## src/rtl/i2c_pid_cfg_target.sv

```systemverilog
// I2C target holding the PID gains K_p/K_i/K_d (pointer-addressed, ID at 0x3).
// Define I2C_GLITCH_FILTER_EN to add a 3-sample majority filter after the synchronizers.
module i2c_pid_cfg_target #(
    parameter logic [6:0] ADDR   = 7'h2A,
    parameter logic [5:0] KP_RST = 6'd0,
    parameter logic [5:0] KI_RST = 6'd0,
    parameter logic [5:0] KD_RST = 6'd0
) (
    input  logic       clk,
    input  logic       rst_n,
    input  logic       ena,
    input  logic       scl_in,
    input  logic       sda_in,
    output logic       sda_oe,
    output logic [5:0] K_p,
    output logic [5:0] K_i,
    output logic [5:0] K_d,
    output logic       cfg_wr,
    output logic       busy
);

    typedef enum logic [3:0] {
        ST_IDLE, ST_ADDR, ST_ADDR_ACK, ST_PTR, ST_PTR_ACK,
        ST_WDATA, ST_WDATA_ACK, ST_RDATA, ST_RACK
    } state_t;

    state_t      state;
    logic [1:0]  scl_sync, sda_sync;
    logic        scl_f, sda_f, scl_p, sda_p;
    logic [7:0]  sh, ptr, rd_byte, next_ptr;
    logic [3:0]  cnt;
    logic        rw;

    // Idle bus is high, so reset the input path high to avoid a false edge.
    always_ff @(posedge clk) begin
        if (!rst_n) begin
            scl_sync <= 2'b11;
            sda_sync <= 2'b11;
        end else begin
            scl_sync <= {scl_sync[0], scl_in};
            sda_sync <= {sda_sync[0], sda_in};
        end
    end

`ifdef I2C_GLITCH_FILTER_EN
    logic [2:0] scl_hist, sda_hist;
    always_ff @(posedge clk) begin
        if (!rst_n) begin
            scl_hist <= 3'b111;
            sda_hist <= 3'b111;
        end else begin
            scl_hist <= {scl_hist[1:0], scl_sync[1]};
            sda_hist <= {sda_hist[1:0], sda_sync[1]};
        end
    end
    assign scl_f = (scl_hist[0] & scl_hist[1]) | (scl_hist[0] & scl_hist[2]) | (scl_hist[1] & scl_hist[2]);
    assign sda_f = (sda_hist[0] & sda_hist[1]) | (sda_hist[0] & sda_hist[2]) | (sda_hist[1] & sda_hist[2]);
`else
    assign scl_f = scl_sync[1];
    assign sda_f = sda_sync[1];
`endif

    always_ff @(posedge clk) begin
        if (!rst_n) begin
            scl_p <= 1'b1;
            sda_p <= 1'b1;
        end else begin
            scl_p <= scl_f;
            sda_p <= sda_f;
        end
    end

    wire scl_rise = scl_f & ~scl_p;
    wire scl_fall = ~scl_f & scl_p;
    wire start    = scl_f & scl_p & sda_p & ~sda_f;
    wire stop     = scl_f & scl_p & ~sda_p & sda_f;

    always_comb begin
        case (ptr[1:0])
            2'd0:    rd_byte = {2'b00, K_p};
            2'd1:    rd_byte = {2'b00, K_i};
            2'd2:    rd_byte = {2'b00, K_d};
            default: rd_byte = 8'hD1;
        endcase
    end

    assign next_ptr = (ptr[1:0] == 2'd3) ? 8'd0 : ptr + 8'd1;

    always_ff @(posedge clk) begin
        if (!rst_n) begin
            state  <= ST_IDLE;
            sda_oe <= 1'b0;
            cfg_wr <= 1'b0;
            busy   <= 1'b0;
            K_p    <= KP_RST;
            K_i    <= KI_RST;
            K_d    <= KD_RST;
            ptr    <= 8'd0;
            sh     <= 8'd0;
            cnt    <= 4'd0;
            rw     <= 1'b0;
        end else begin
            cfg_wr <= 1'b0;
            if (!ena) begin
                state  <= ST_IDLE;
                sda_oe <= 1'b0;
                busy   <= 1'b0;
            end else if (start) begin
                state  <= ST_ADDR;
                sda_oe <= 1'b0;
                busy   <= 1'b0;
                cnt    <= 4'd0;
            end else if (stop) begin
                state  <= ST_IDLE;
                sda_oe <= 1'b0;
                busy   <= 1'b0;
            end else begin
                if (scl_rise) begin
                    case (state)
                        ST_ADDR, ST_PTR, ST_WDATA: begin
                            sh  <= {sh[6:0], sda_f};
                            cnt <= cnt + 4'd1;
                        end
                        ST_RDATA: cnt <= cnt + 4'd1;
                        // Host ACK low advances the pointer; NACK ends the read.
                        ST_RACK: if (sda_f) state <= ST_IDLE; else ptr <= next_ptr;
                        default: ;
                    endcase
                end
                if (scl_fall) begin
                    case (state)
                        ST_ADDR: if (cnt == 4'd8) begin
                            if (sh[7:1] == ADDR) begin
                                state  <= ST_ADDR_ACK;
                                sda_oe <= 1'b1;
                                busy   <= 1'b1;
                                rw     <= sh[0];
                            end else begin
                                state  <= ST_IDLE;
                            end
                        end
                        ST_ADDR_ACK: begin
                            cnt <= 4'd0;
                            if (rw) begin
                                state  <= ST_RDATA;
                                sh     <= rd_byte;
                                sda_oe <= ~rd_byte[7];
                            end else begin
                                state  <= ST_PTR;
                                sda_oe <= 1'b0;
                            end
                        end
                        ST_PTR: if (cnt == 4'd8) begin
                            ptr    <= sh;
                            sda_oe <= 1'b1;
                            state  <= ST_PTR_ACK;
                        end
                        ST_PTR_ACK, ST_WDATA_ACK: begin
                            if (state == ST_WDATA_ACK) ptr <= next_ptr;
                            sda_oe <= 1'b0;
                            cnt    <= 4'd0;
                            state  <= ST_WDATA;
                        end
                        ST_WDATA: if (cnt == 4'd8) begin
                            sda_oe <= 1'b1;
                            state  <= ST_WDATA_ACK;
                            case (ptr[1:0])
                                2'd0: begin K_p <= sh[5:0]; cfg_wr <= 1'b1; end
                                2'd1: begin K_i <= sh[5:0]; cfg_wr <= 1'b1; end
                                2'd2: begin K_d <= sh[5:0]; cfg_wr <= 1'b1; end
                                default: ;
                            endcase
                        end
                        ST_RDATA: if (cnt == 4'd8) begin
                            sda_oe <= 1'b0;
                            state  <= ST_RACK;
                        end else begin
                            sh     <= {sh[6:0], 1'b0};
                            sda_oe <= ~sh[6];
                        end
                        ST_RACK: begin
                            cnt    <= 4'd0;
                            state  <= ST_RDATA;
                            sh     <= rd_byte;
                            sda_oe <= ~rd_byte[7];
                        end
                        default: ;
                    endcase
                end
            end
        end
    end

endmodule

```

## config.mk

```make
export PLATFORM = sky130hd
export DESIGN_NAME = i2c_pid_cfg_target
export DESIGN_NICKNAME = d
export VERILOG_FILES = /design/src/rtl/i2c_pid_cfg_target.sv
export SDC_FILE = /design/constraint.sdc
export NUM_CORES = 1
export LEC_CHECK = 0
export CORE_ASPECT_RATIO = 0.75
export CORE_MARGIN = 2
export CORE_UTILIZATION = 30
export CTS_BUF_LIST = sky130_fd_sc_hd__clkbuf_4 sky130_fd_sc_hd__clkbuf_8
export DETAILED_ROUTE_END_ITERATION = 8
export PLACE_DENSITY_LB_ADDON = 0.2
export RECOVER_POWER = 25
export SETUP_SLACK_MARGIN = 0.02
export SYNTH_ARGS = -nofsm -noshare
export SYNTH_HDL_FRONTEND = slang
export SYNTH_SLANG_ARGS = --single-unit
```

## constraint.sdc

```tcl
create_clock -name clk -period 1.9 [get_ports clk]
set_clock_uncertainty 0.15 [all_clocks]
set_input_delay 0.38 -clock clk [delete_from_list [all_inputs] [get_ports clk]]
set_output_delay 0.38 -clock clk [all_outputs]
set_load 0.05 [all_outputs]
```

Word level (Yosys, flattened, before mapping):

Index checks and enable logic that the tools add are counted.

* output and inout port bits: 21
* logic and storage cells: 115
* flip-flop bits (word level): 52
* bits of input ports: 5

* bitwise gates (word level): 20
* equal/unequal tests: 17
* add/subtract/negate cells: 2
* reduce and logical (&&, ||, !) cells: 19
* muxes and demuxes: 41

Operators with widths (count)
* $mux 8: 12
* $mux 4: 14
* $pmux 8 s3: 2
* $pmux 4 s7: 1
* $reduce_and 7->1: 4
* $eq 4x3->1 const B: 4
* $pmux 8 s2: 1
* $not 1->1: 13
* $reduce_or 4->1: 3
* $add 8x1->8 const B: 1
* $eq 4x2->1 const B: 2
* $eq 4x4->1 const B: 2
* $mux 1: 8
* $and 1x1->1: 7
* $eq 7x6->1 const B: 1
* $reduce_or 7->1: 1
* $ne 2x2->1 const B: 3
* $pmux 1 s6: 1
* $reduce_bool 6->1: 1
* $reduce_or 3->1: 2
* $reduce_and 5->1: 1
* $add 4x1->4 const B: 1
* $eq 2x2->1 const B: 2
* $eq 4x1->1 const B: 1
* 9 further kinds: 11

Logic depth before layout (Yosys ltp):

Gate-level depths: netlist of the first run.

* depth after elaboration: 8
* depth in mapped cells: 8
* gate-level depth less buffers: 7

Worst setup path after synthesis of the first run:

No wires, ideal clock.

* path type: flip-flop to flip-flop
* start: reg cnt[0]
* end: reg sh[6]
* buffers on the path: 0
* data required time: 1633 ps
* period minus slack after synthesis: 2052 ps
* stages on the path, launching flop included: 8
* arrival time: 1784 ps
* setup slack: -152 ps
* library setup time: 117 ps
* path through: dfxtp_1 > inv_1 > ha_1 > nand3b_1 > a21oi_1 > mux2_2 > a211o_1 > a32o_1

* cells in the longest elaborated chain, start to end: 4

RTL lines
* start, declared: line 31 `logic [3:0] cnt;`
* start signal, assigned: line 122 `cnt <= cnt + 4'd1;`
* start signal, assigned: line 124 `ST_RDATA: cnt <= cnt + 4'd1;`
* $eq 4x4->1: line 174 `ST_RDATA: if (cnt == 4'd8) begin`
* $mux 8: line 174
* $pmux 8 s3: line 131 `case (state)`
* $mux 8: line 130 `if (scl_fall) begin`
* end signal, assigned: line 146 `sh <= rd_byte;`
* end signal, assigned: line 178 `sh <= {sh[6:0], 1'b0};`
* end signal, assigned: line 184 `sh <= rd_byte;`
* end, declared: line 30 `logic [7:0] sh, ptr, rd_byte, next_ptr;`

No other way between the ends.
A chain may end at the register's enable or synchronous reset.

Worst setup path after layout of the first run:

* start: reg state[0]
* end: reg sh[1]

* cells in the longest elaborated chain, start to end: 7
* elaborated cells between the ends (all ways): 13
* those cells by class: eq/ne (6); mux (6); reduce/logical (1)

RTL lines
* start, declared: line 27 `state_t state;`
* start signal, assigned: line 91 `state <= ST_IDLE;`
* start signal, assigned: line 105 `state <= ST_IDLE;`
* start signal, assigned: line 109 `state <= ST_ADDR;`
* $eq 4x3->1, or another cell as far along: line 119 `case (state)`
* $reduce_or 3->1: line 119
* $mux 8: line 119
* $mux 8: line 118 `if (scl_rise) begin`
* $mux 8 (on tied branches): line 174, 144
* $pmux 8 s3: line 131
* $mux 8 *: line 130
* end signal, assigned: line 121 `sh <= {sh[6:0], sda_f};`
* end signal, assigned: line 178
* end signal, assigned: line 184

Mark *: on every way between the ends. The rest lies on a longest branch, timed or not.

==> results of run 1 <==
metrics by stage:
step / util / instance area [um2]
2_1_floorplan: - / 2670
3_3_place_gp: 0.397 / 3390
3_5_place_dp: 0.397 / 3390
4_1_cts: 0.423 / 3610
5_1_grt: 0.432 / 3680
6_report: 0.432 / 3680
state kept, by name, summed over array words and instances, names as in the netlist, 2 cells and up:
name / count
scl_sync: 2
K_p: 6
state: 4
K_d: 6
ptr: 2
K_i: 6
cnt: 4
sh: 8
sda_sync: 2
synth_stat cells (3+ instances only):
| cell | n | area [um2] |
|---|---|---|
| nor4_1 | 3 | 18.8 |
| inv_1 | 6 | 22.5 |
| nand3_2 | 3 | 30.0 |
| buf_2 | 4 | 20.0 |
| a211oi_1 | 4 | 30.0 |
| dfxtp_1 | 46 | 921 |
| mux2i_1 | 20 | 200 |
| o2bb2ai_1 | 3 | 26.3 |
| a21oi_1 | 16 | 80.1 |
| o21ai_0 | 12 | 60.1 |
| nand2_1 | 18 | 67.6 |
| a221oi_1 | 4 | 35.0 |
| a22oi_1 | 3 | 22.5 |
| a31oi_1 | 7 | 43.8 |
| nor2b_1 | 5 | 31.3 |
| nand3_1 | 14 | 70.1 |
| a32oi_1 | 4 | 35.0 |
| nor3_1 | 10 | 50.1 |
| nand2b_1 | 11 | 68.8 |
| o21a_1 | 5 | 37.5 |
| mux2_2 | 7 | 78.8 |
| ha_1 | 6 | 75.1 |
| o31ai_1 | 4 | 30.0 |
| clkbuf_1 | 13 | 48.8 |
| a222oi_1 | 4 | 40.0 |
| nor2_1 | 39 | 146 |
| and3b_1 | 3 | 26.3 |
layer usage:
layer	part of all wire	up-vias	track usage
li1	-	1312	-
met1	0.53	1261	0.280
met2	0.42	65	0.243
met3	0.050	6	0.0257
met4	0.0047	0	0.0266
met5	0	-	0
where the power goes:
| group | switching, mW | leakage, nW | total (mW) | internal, mW |
|---|---|---|---|---|
| Combinational | 0.0972 | 1.09 | 0.183 | 0.0853 |
| Sequential | 0.0280 | 0.375 | 1.01 | 0.978 |
| Clock | 0.364 | 0.0548 | 0.771 | 0.408 |
| Total | 0.489 | 1.52 | 1.96 | 1.47 |
critical path, cell delays in order (launching register included):
cell,delay [ns]
dfxtp_2,0.34
or4b_4,0.54
o22ai_4,0.22
o221ai_4,0.22
a221oi_1,0.30
nor2_1,0.07
cell families after synthesis:
kind of cell,synth area share
AOI/OAI and AO/OA,0.212
xor gates and xnor gates,0.00662
adders and majority gates,0.0284
buffers and inverters,0.0445
DFF,0.348
muxes,0.105
and+or+nand+nor,0.255
how the worst max path moves through the flow:
| stage | start | end | slack (ns) | depth (start not counted) |
|---|---|---|---|---|
| 6_report | state[0] | sh[1] | -0.06 | 5 |
| 5_1_grt | state[0] | sh[4] | -0.12 | 5 |
| 4_1_cts | state[0] | sh[1] | -0.08 | 5 |
| 3_5_place_dp | ena | sh[4] | -0.11 | 6 |
| 3_3_place_gp | ena | sh[3] | -0.11 | 6 |
| 2_1_floorplan | state[2] | sh[1] | -0.04 | 6 |
timing repair:
item	in CTS	in global routing
resized for setup	17	21
buffers inserted	4	0
setup endpoints to repair	28	35
pin swaps	10	8
final cells by class:
cell class	instances	area [um2]
fillers	836	4840
multi-input cells	239	1780
flip-flops and latches	46	933
repair buffers	90	702
well taps	108	135
clock buffers	6	76.3
clock inverters	2	37.5
inverters	6	22.5
==> results by group, run 1 <==
Outcome
  • Outcome: finished, violations left
  • Failing checks: negative setup slack

Floorplanning
  • Vert. Die Dim: 85.3 um
  • # IOs: 26
  • Starting density of the core: 0.310
  • Core area: 0.00853 mm2
  • Row cnt: 29
  • Die X: 112 um
  • Die Area: 0.00959 mm2

Critical path
  • Worst EP arrival: 2.01 ns
  • R2r endpoint: sh[1]
  • Origin of the critical flop-to-flop path: state[0]
  • Max FO, Critical Path: 6
  • Critical Path End Type: flip-flop
  • Crit Path Category: flip-flop to flip-flop
  • R2R cell count: 5
  • Crit path launch type: flip-flop
  • Flop-to-flop setup slack: -0.06 ns
  • Crit path required time: 1.95 ns

Place
  • GPL Wtd Cong: 0.832
  • Dpl cells: 486
  • DP HPWL: 6280 um
  • Port bufs: 25
  • Post-Place Worst Slack: -0.112 ns

Cells and area
  • Final Instance Count excl. Fillers: 497
  • P&R area growth vs syn: 39.2%
  • # diodes: 0
  • Commonest non-fill, non-tap cell in the layout: buf_4
  • Layout cells sized above 1: 0.355
  • Nets: 399
  • Most frequent cells in the layout: buf_4 (76), dfxtp_1 (38), nor2_1 (38)

Clock tree
  • Clock Latency Late Sink: 0.30 ns
  • Clock Pin Slew Worst Setup and Hold Paths: 0.10 ns
  • TritonCTS clock tree: done
  • H-tree Lvls: 2
  • Root Driver: clkbuf_8
  • Num Clock Sinks: 46
  • CTS max path bufs: 2
  • Cts hold-fix bufs: 0
  • Clock buffer count from CTS: 5

Drt
  • Vias per cell: 5.32
  • DR WL/cell: 17.0 um
  • ANT nets after route: 0
  • Post-route DRC: 0
  • Detailed-route via count: 2,644
  • Routed Wire Length: 8440 um
  • Number of detailed-route iterations in the first pass: 5
  • Iteration-0 DRC Markers: 173

Synth
  • Synth async-reset ratio: 0
  • Synthesized instance count: 311
  • Cell Area, Synth: 0.00265 mm2
  • Mapped Nets: 322
  • Synthesized area per cell: 8.50 um2
  • EDFF count, synth: 0
  • Yosys reg bits: 46
  • Post-synthesis sequential area ratio: 0.348
  • Main synth FF type: dfxtp_1
  • Yosys Warn Count: 0
  • Netlist cell types: 57

Hold path
  • Hold crit path type: flip-flop to flip-flop
  • Hold_sp: sda_sync[0]
  • Hold endpoint: sda_sync[1]
  • Worst hold path depth: 1

Global route
  • Vias in the first global route: 2,365
  • Global-route wire length before repair: 13,000 um
  • Pin count of the biggest net entering global routing: 20
  • Total gr overflow: 0
  • Initial antenna violation count: 0
  • Overall Global Routing Usage: 0.173

Flow run
  • Max Cap Viol: 0

STA
  • Slew @ Worst Pin: 0.614 ns
  • Max Fclk: 510 MHz
  • Final Hold Viols: 0
  • Setup Viol. Count Final: 6
  • Min Hold Slack: 0.266 ns
  • Setup total negative slack: -0.244 ns
  • RSZ-0062 raised after global routing: yes
  • Final WS setup: -0.0596 ns
  • Fin. max-slew vios: 0
  • Relative slew slack: 0.592
  • Post-route minimum period: 1.96 ns
  • Final period utilization: 1.03

Power
  • VDD IR max: 0.363 mV
  • Pwr Density: 532 mW/mm2
  • Pleak: 1.52 nW
  • Tot Pwr: 1.96 mW
Power figures use the tool's default switching activity.
==> inputs of run 2 (changes only) <==
--- a/config.mk
+++ b/config.mk
@@ -8,8 +8,8 @@
 export CORE_ASPECT_RATIO = 0.75
 export CORE_MARGIN = 2
 export CORE_UTILIZATION = 30
-export CTS_BUF_LIST = sky130_fd_sc_hd__clkbuf_4 sky130_fd_sc_hd__clkbuf_8
 export DETAILED_ROUTE_END_ITERATION = 8
+export GPL_TIMING_DRIVEN = 1
 export PLACE_DENSITY_LB_ADDON = 0.2
 export RECOVER_POWER = 25
 export SETUP_SLACK_MARGIN = 0.02
==> results by group, run 2 (synthesis gave the netlist of run 1 again) <==
Clock tree
  • Clock buffer count from CTS: 5
  • Clock Pin Slew Worst Setup and Hold Paths: 0.07 ns
  • Clock Latency Late Sink: 0.29 ns
  • CTS max path bufs: 2
  • Cts hold-fix bufs: 0
  • H-tree Lvls: 2
  • Num Clock Sinks: 46
  • Root Driver: clkbuf_16
  • TritonCTS clock tree: done

Cells and area
  • Register Area: 933 um2
  • Area of the multi-input gates: 0.00178 mm2
  • Largest Register: sh
  • Number of flip-flops in the largest register: 8
  • Nets: 401
  • P&R area growth vs syn: 41.8%
  • Commonest non-fill, non-tap cell in the layout: buf_4
  • Layout cells sized above 1: 0.358
  • Filler instances: 839
  • Most frequent cells in the layout: buf_4 (79), nor2_1 (39), dfxtp_1 (38)
  • Final std cell area, no fill: 0.00375 mm2
  • Final Util: 0.440
  • # diodes: 0
  • Final Instance Count excl. Fillers: 499

Place
  • Port bufs: 25
  • GPL Wtd Cong: 0.832
  • DP HPWL: 6280 um
  • Placed Area: 0.00339 mm2
  • Post-Place Worst Slack: -0.112 ns
  • Dpl cells: 486

Critical path
  • Critical path's largest stage delay: 0.55 ns
  • Flop-to-flop setup slack: -0.08 ns
  • Critical path origin: state[0]
  • Critical Path End Type: flip-flop
  • Origin of the critical flop-to-flop path: state[0]
  • R2R cell count: 5
  • Critical path cell sequence: or4b_4, o22ai_4, o221ai_4, a221oi_1, nor2_1
  • Worst Setup EP: sh[1]
  • R2r endpoint: sh[1]
  • Crit path required time: 1.93 ns
  • Worst EP arrival: 2.01 ns
  • Crit Path Category: flip-flop to flip-flop
  • Slowest CP cell: or4b_4
  • Max FO, Critical Path: 6
  • Crit path launch type: flip-flop

Floorplanning
  • Core area: 0.00853 mm2
  • Vert. Die Dim: 85.3 um
  • Row cnt: 29
  • # IOs: 26
  • Starting density of the core: 0.310
  • Die Area: 0.00959 mm2
  • Die X: 112 um

Drt
  • Iteration-0 DRC Markers: 223
  • Post-route DRC: 0
  • Vias per cell: 5.34
  • Detailed-route via count: 2,664
  • Number of detailed-route iterations in the first pass: 5
  • DR WL/cell: 17.2 um
  • ANT nets after route: 0
  • Routed Wire Length: 8600 um

STA
  • RSZ-0062 raised after global routing: yes
  • Final WS setup: -0.0823 ns
  • Fin. max-slew vios: 0
  • Min Hold Slack: 0.260 ns
  • Relative slew slack: 0.592
  • Slew @ Worst Pin: 0.614 ns
  • Post-route minimum period: 1.98 ns
  • Setup Viol. Count Final: 7
  • Setup total negative slack: -0.369 ns
  • Final period utilization: 1.04
  • Final Hold Viols: 0
  • Max Fclk: 504 MHz

Global route
  • Total gr overflow: 0
  • Initial antenna violation count: 0
  • Pin count of the biggest net entering global routing: 20
  • Overall Global Routing Usage: 0.175
  • Vias in the first global route: 2,380
  • Global-route wire length before repair: 13,100 um

Power
  • Tot Pwr: 2.20 mW
  • Pwr Density: 587 mW/mm2
  • Pleak: 1.56 nW
  • VDD IR max: 0.339 mV

Flow run
  • Max Cap Viol: 0

Hold path
  • Hold crit path type: flip-flop to flip-flop

Outcome
  • Failing checks: negative setup slack
  • Outcome: finished, violations left
run 2: cell type report:
cell class                 count  share of cell area
multi-input combinational    239               0.475
clock inverter                 2              0.0100
clock buffer                   6              0.0344
timing repair buffer          92               0.190
inverter                       6             0.00600
sequential                    46               0.249
tap                          108              0.0360
run 2: routing by layer:
metal	global-route usage	vias to the layer above	share of wire
met5	0	-	0
met4	0.0388	0	0.0095
met3	0.0257	10	0.045
met2	0.245	67	0.42
met1	0.279	1276	0.52
li1	-	1311	-
run 2: worst min-delay path by stage:
stage | from | endpoint | slack, ns | cells past startpoint
6_report | sda_sync[0] | sda_sync[1] | 0.26 | 1
5_1_grt | sda_sync[0] | sda_sync[1] | 0.29 | 1
4_1_cts | sda_sync[0] | sda_sync[1] | 0.26 | 1
3_5_place_dp | sda_sync[0] | sda_sync[1] | 0.25 | 1
3_3_place_gp | sda_sync[0] | sda_sync[1] | 0.24 | 1
2_1_floorplan | scl_sync[0] | scl_sync[1] | 0.24 | 1
run 2: critical path, delay by kind of cell (launching register included):
kind	cells	cell delay, ns
AOI/OAI and AO/OA	3	0.76
DFF	1	0.33
and+or+nand+nor	2	0.62
run 2: timing repair:
| action | CTS | global route |
|---|---|---|
| setup endpoints to repair | 28 | 34 |
| gates resized for setup | 13 | 25 |
| buffers inserted | 1 | 5 |
| pin swaps | 3 | 11 |
run 2: power breakdown:
| part | switching (mW) | internal, mW | total (mW) |
|---|---|---|---|
| registers | 0.0274 | 0.978 | 1.01 |
| clock network | 0.388 | 0.622 | 1.01 |
| logic | 0.0992 | 0.0859 | 0.185 |
==> inputs of run 3 (changes only) <==
--- a/config.mk
+++ b/config.mk
@@ -5,12 +5,12 @@
 export SDC_FILE = /design/constraint.sdc
 export NUM_CORES = 1
 export LEC_CHECK = 0
+export ABC_AREA = 1
 export CORE_ASPECT_RATIO = 0.75
 export CORE_MARGIN = 2
 export CORE_UTILIZATION = 30
 export DETAILED_ROUTE_END_ITERATION = 8
 export GPL_TIMING_DRIVEN = 1
-export PLACE_DENSITY_LB_ADDON = 0.2
 export RECOVER_POWER = 25
 export SETUP_SLACK_MARGIN = 0.02
 export SYNTH_ARGS = -nofsm -noshare
==> results by group, run 3 <==
Synth
  • Leading post-synthesis cells by cell area: dfxtp_1 (34%), nand2_1 (12%), a21oi_1 (6.5%), inv_1 (4.6%), o21ai_0 (4.1%)
  • Synth async-reset ratio: 0
  • Post-synthesis sequential area ratio: 0.341
  • Netlist cell types: 40
  • Yosys reg bits: 46
  • Synthesized area per cell: 7.27 um2
  • Yosys Warn Count: 0
  • Yosys top cell area share: 0.341
  • Cell Area, Synth: 0.00270 mm2
  • Yosys top cell by area: dfxtp_1
  • Post-synth top cells: nand2_1 (85), dfxtp_1 (46), a21oi_1 (35), inv_1 (33), o21ai_0 (22)
  • Main synth FF type: dfxtp_1
  • EDFF count, synth: 0
  • Mapped Nets: 382
  • Synthesized instance count: 371
  • Most common cell in the netlist: nand2_1

Drt
  • DR WL/cell: 15.0 um
  • Iteration-0 DRC Markers: 233
  • Post-route DRC: 0
  • Number of detailed-route iterations in the first pass: 5
  • Detailed-route via count: 2,737
  • ANT nets after route: 0
  • Vias per cell: 5.18
  • Routed Wire Length: 7910 um

Cells and area
  • Most frequent cells in the layout: nand2_1 (81), dfxtp_1 (40), a21oi_1 (33)
  • Layout cells sized above 1: 0.267
  • # diodes: 0
  • Largest Register: sh
  • Final Util: 0.401
  • P&R area growth vs syn: 27.9%
  • Nets: 430
  • Number of flip-flops in the largest register: 8
  • Commonest non-fill, non-tap cell in the layout: nand2_1

Floorplanning
  • Die Area: 0.00977 mm2
  • Vert. Die Dim: 86.1 um
  • Starting density of the core: 0.314
  • # IOs: 26
  • Die X: 113 um
  • Core area: 0.00860 mm2
  • Row cnt: 29

Critical path
  • Slowest CP cell: dfxtp_2
  • Worst EP arrival: 1.91 ns
  • Crit path required time: 1.98 ns
  • Critical path cell sequence: inv_2, ha_4, nand2_4, nor2_8, nand2_8, nor3b_4, clkbuf_16, o21ai_4, a21oi_2
  • Crit Path Category: flip-flop to flip-flop
  • Max FO, Critical Path: 8
  • Critical path's largest stage delay: 0.34 ns
  • Crit path launch type: flip-flop
  • Critical Path End Type: flip-flop

Power
  • Pwr Density: 632 mW/mm2
  • Tot Pwr: 2.18 mW
  • Pleak: 1.46 nW
  • VDD IR max: 0.380 mV

STA
  • Setup Viol. Count Final: 0
  • Final period utilization: 0.966
  • RSZ-0062 raised after global routing: yes
  • Relative slew slack: 0.601
  • Max Fclk: 545 MHz
  • Min Hold Slack: 0.265 ns
  • Post-route minimum period: 1.84 ns
  • Final Hold Viols: 0
  • Fin. max-slew vios: 0
  • Slew @ Worst Pin: 0.601 ns

Clock tree
  • Cts hold-fix bufs: 0
  • Clock buffer count from CTS: 5
  • Clock Pin Slew Worst Setup and Hold Paths: 0.07 ns
  • Clock Latency Late Sink: 0.29 ns
  • Num Clock Sinks: 46
  • TritonCTS clock tree: done
  • CTS max path bufs: 2
  • Root Driver: clkbuf_16
  • H-tree Lvls: 2

Place
  • DP HPWL: 5790 um
  • Port bufs: 25
  • GPL Wtd Cong: 0.935

Global route
  • Total gr overflow: 0
  • Overall Global Routing Usage: 0.162
  • Pin count of the biggest net entering global routing: 18
  • Vias in the first global route: 2,504
  • Initial antenna violation count: 0
  • Global-route wire length before repair: 12,600 um

Outcome
  • Outcome: complete, no violations

Hold path
  • Hold crit path type: flip-flop to flip-flop

Flow run
  • Max Cap Viol: 0
[run 3: cell count changes after synthesis, sizes merged, moves of 20 or more]
cell,delta
nand2,+73
inv,+34
a21oi,+28
o21ai,+26
mux2i,-20
[run 3: logic make-up (layout without fill, tap and decap cells)]
| group | count (synthesis) | after routing | share of synthesized area |
|---|---|---|---|
| simple gates | 158 | 158 | 0.297 |
| compound gates | 108 | 108 | 0.242 |
| buf+inv | 51 | 100 | 0.0849 |
| flops | 46 | 46 | 0.341 |
| fa+ha+maj | 6 | 6 | 0.0278 |
| xor+xnor | 2 | 2 | 0.00649 |
[run 3: worst paths after layout]
| check | to | from | cells after the start | slack [ns] |
|---|---|---|---|---|
| worst max-delay path | K_d[2] | cnt[1] | 9 | 0.06 |
| worst min-delay path | sda_sync[1] | sda_sync[0] | 1 | 0.26 |
| worst max register to register | K_d[2] | cnt[1] | 9 | 0.06 |
| worst min register to register | sda_sync[1] | sda_sync[0] | 1 | 0.26 |
[run 3: worst max-delay path: cells and delay by family (launching register included)]
| kind | cells | cell delay, ns |
|---|---|---|
| AOI/OAI and AO/OA | 2 | 0.15 |
| DFF | 1 | 0.34 |
| adders and majority gates | 1 | 0.14 |
| buffers and inverters | 2 | 0.29 |
| and+or+nand+nor | 4 | 0.69 |
[run 3: report_power, final]
group,leakage [nW],total (mW),internal [mW],switching (mW)
sequential,0.376,0.998,0.981,0.0173
clock,0.0842,1.01,0.623,0.391
combinational,0.997,0.169,0.0609,0.108
[run 3: through the flow]
step / setup WS (ns) / TNS (ns) / std cells / area (um2)
after CTS: 0.0403 / 0 / 521 / 3310
after detailed placement: -0.0809 / -0.238 / 513 / 3130
after floorplan: 0.215 / 0 / 371 / 2700
final: 0.0642 / 0 / 528 / 3450
after global placement: -0.0265 / -0.0279 / 513 / 3130
after global routing: -0.0265 / -0.0477 / 528 / 3450
[run 3: what timing repair did]
item | 4_1_cts | 5_1_grt
cloned | 0 | 1
endpoints found under the setup margin | 1 | 25
gates resized for setup | 1 | 39
setup buffers | 0 | 6
pin swaps | 0 | 5
[run 3: per-layer routing]
metal,global-route usage,vias to the layer above,wire (um)
li1,-,1352,-
met1,0.244,1271,3920
met2,0.234,105,3330
met3,0.0254,9,553
met4,0.0488,0,104
met5,0,-,0
[run 3: final cells by class]
| type | count | area, um2 |
|---|---|---|
| inverter | 42 | 160 |
| sequential | 46 | 928 |
| timing repair buffer | 50 | 404 |
| multi-input combinational | 274 | 1650 |
| clock buffer | 5 | 125 |
| fill | 883 | 5150 |
| tap | 108 | 135 |
| clock inverter | 3 | 43.8 |
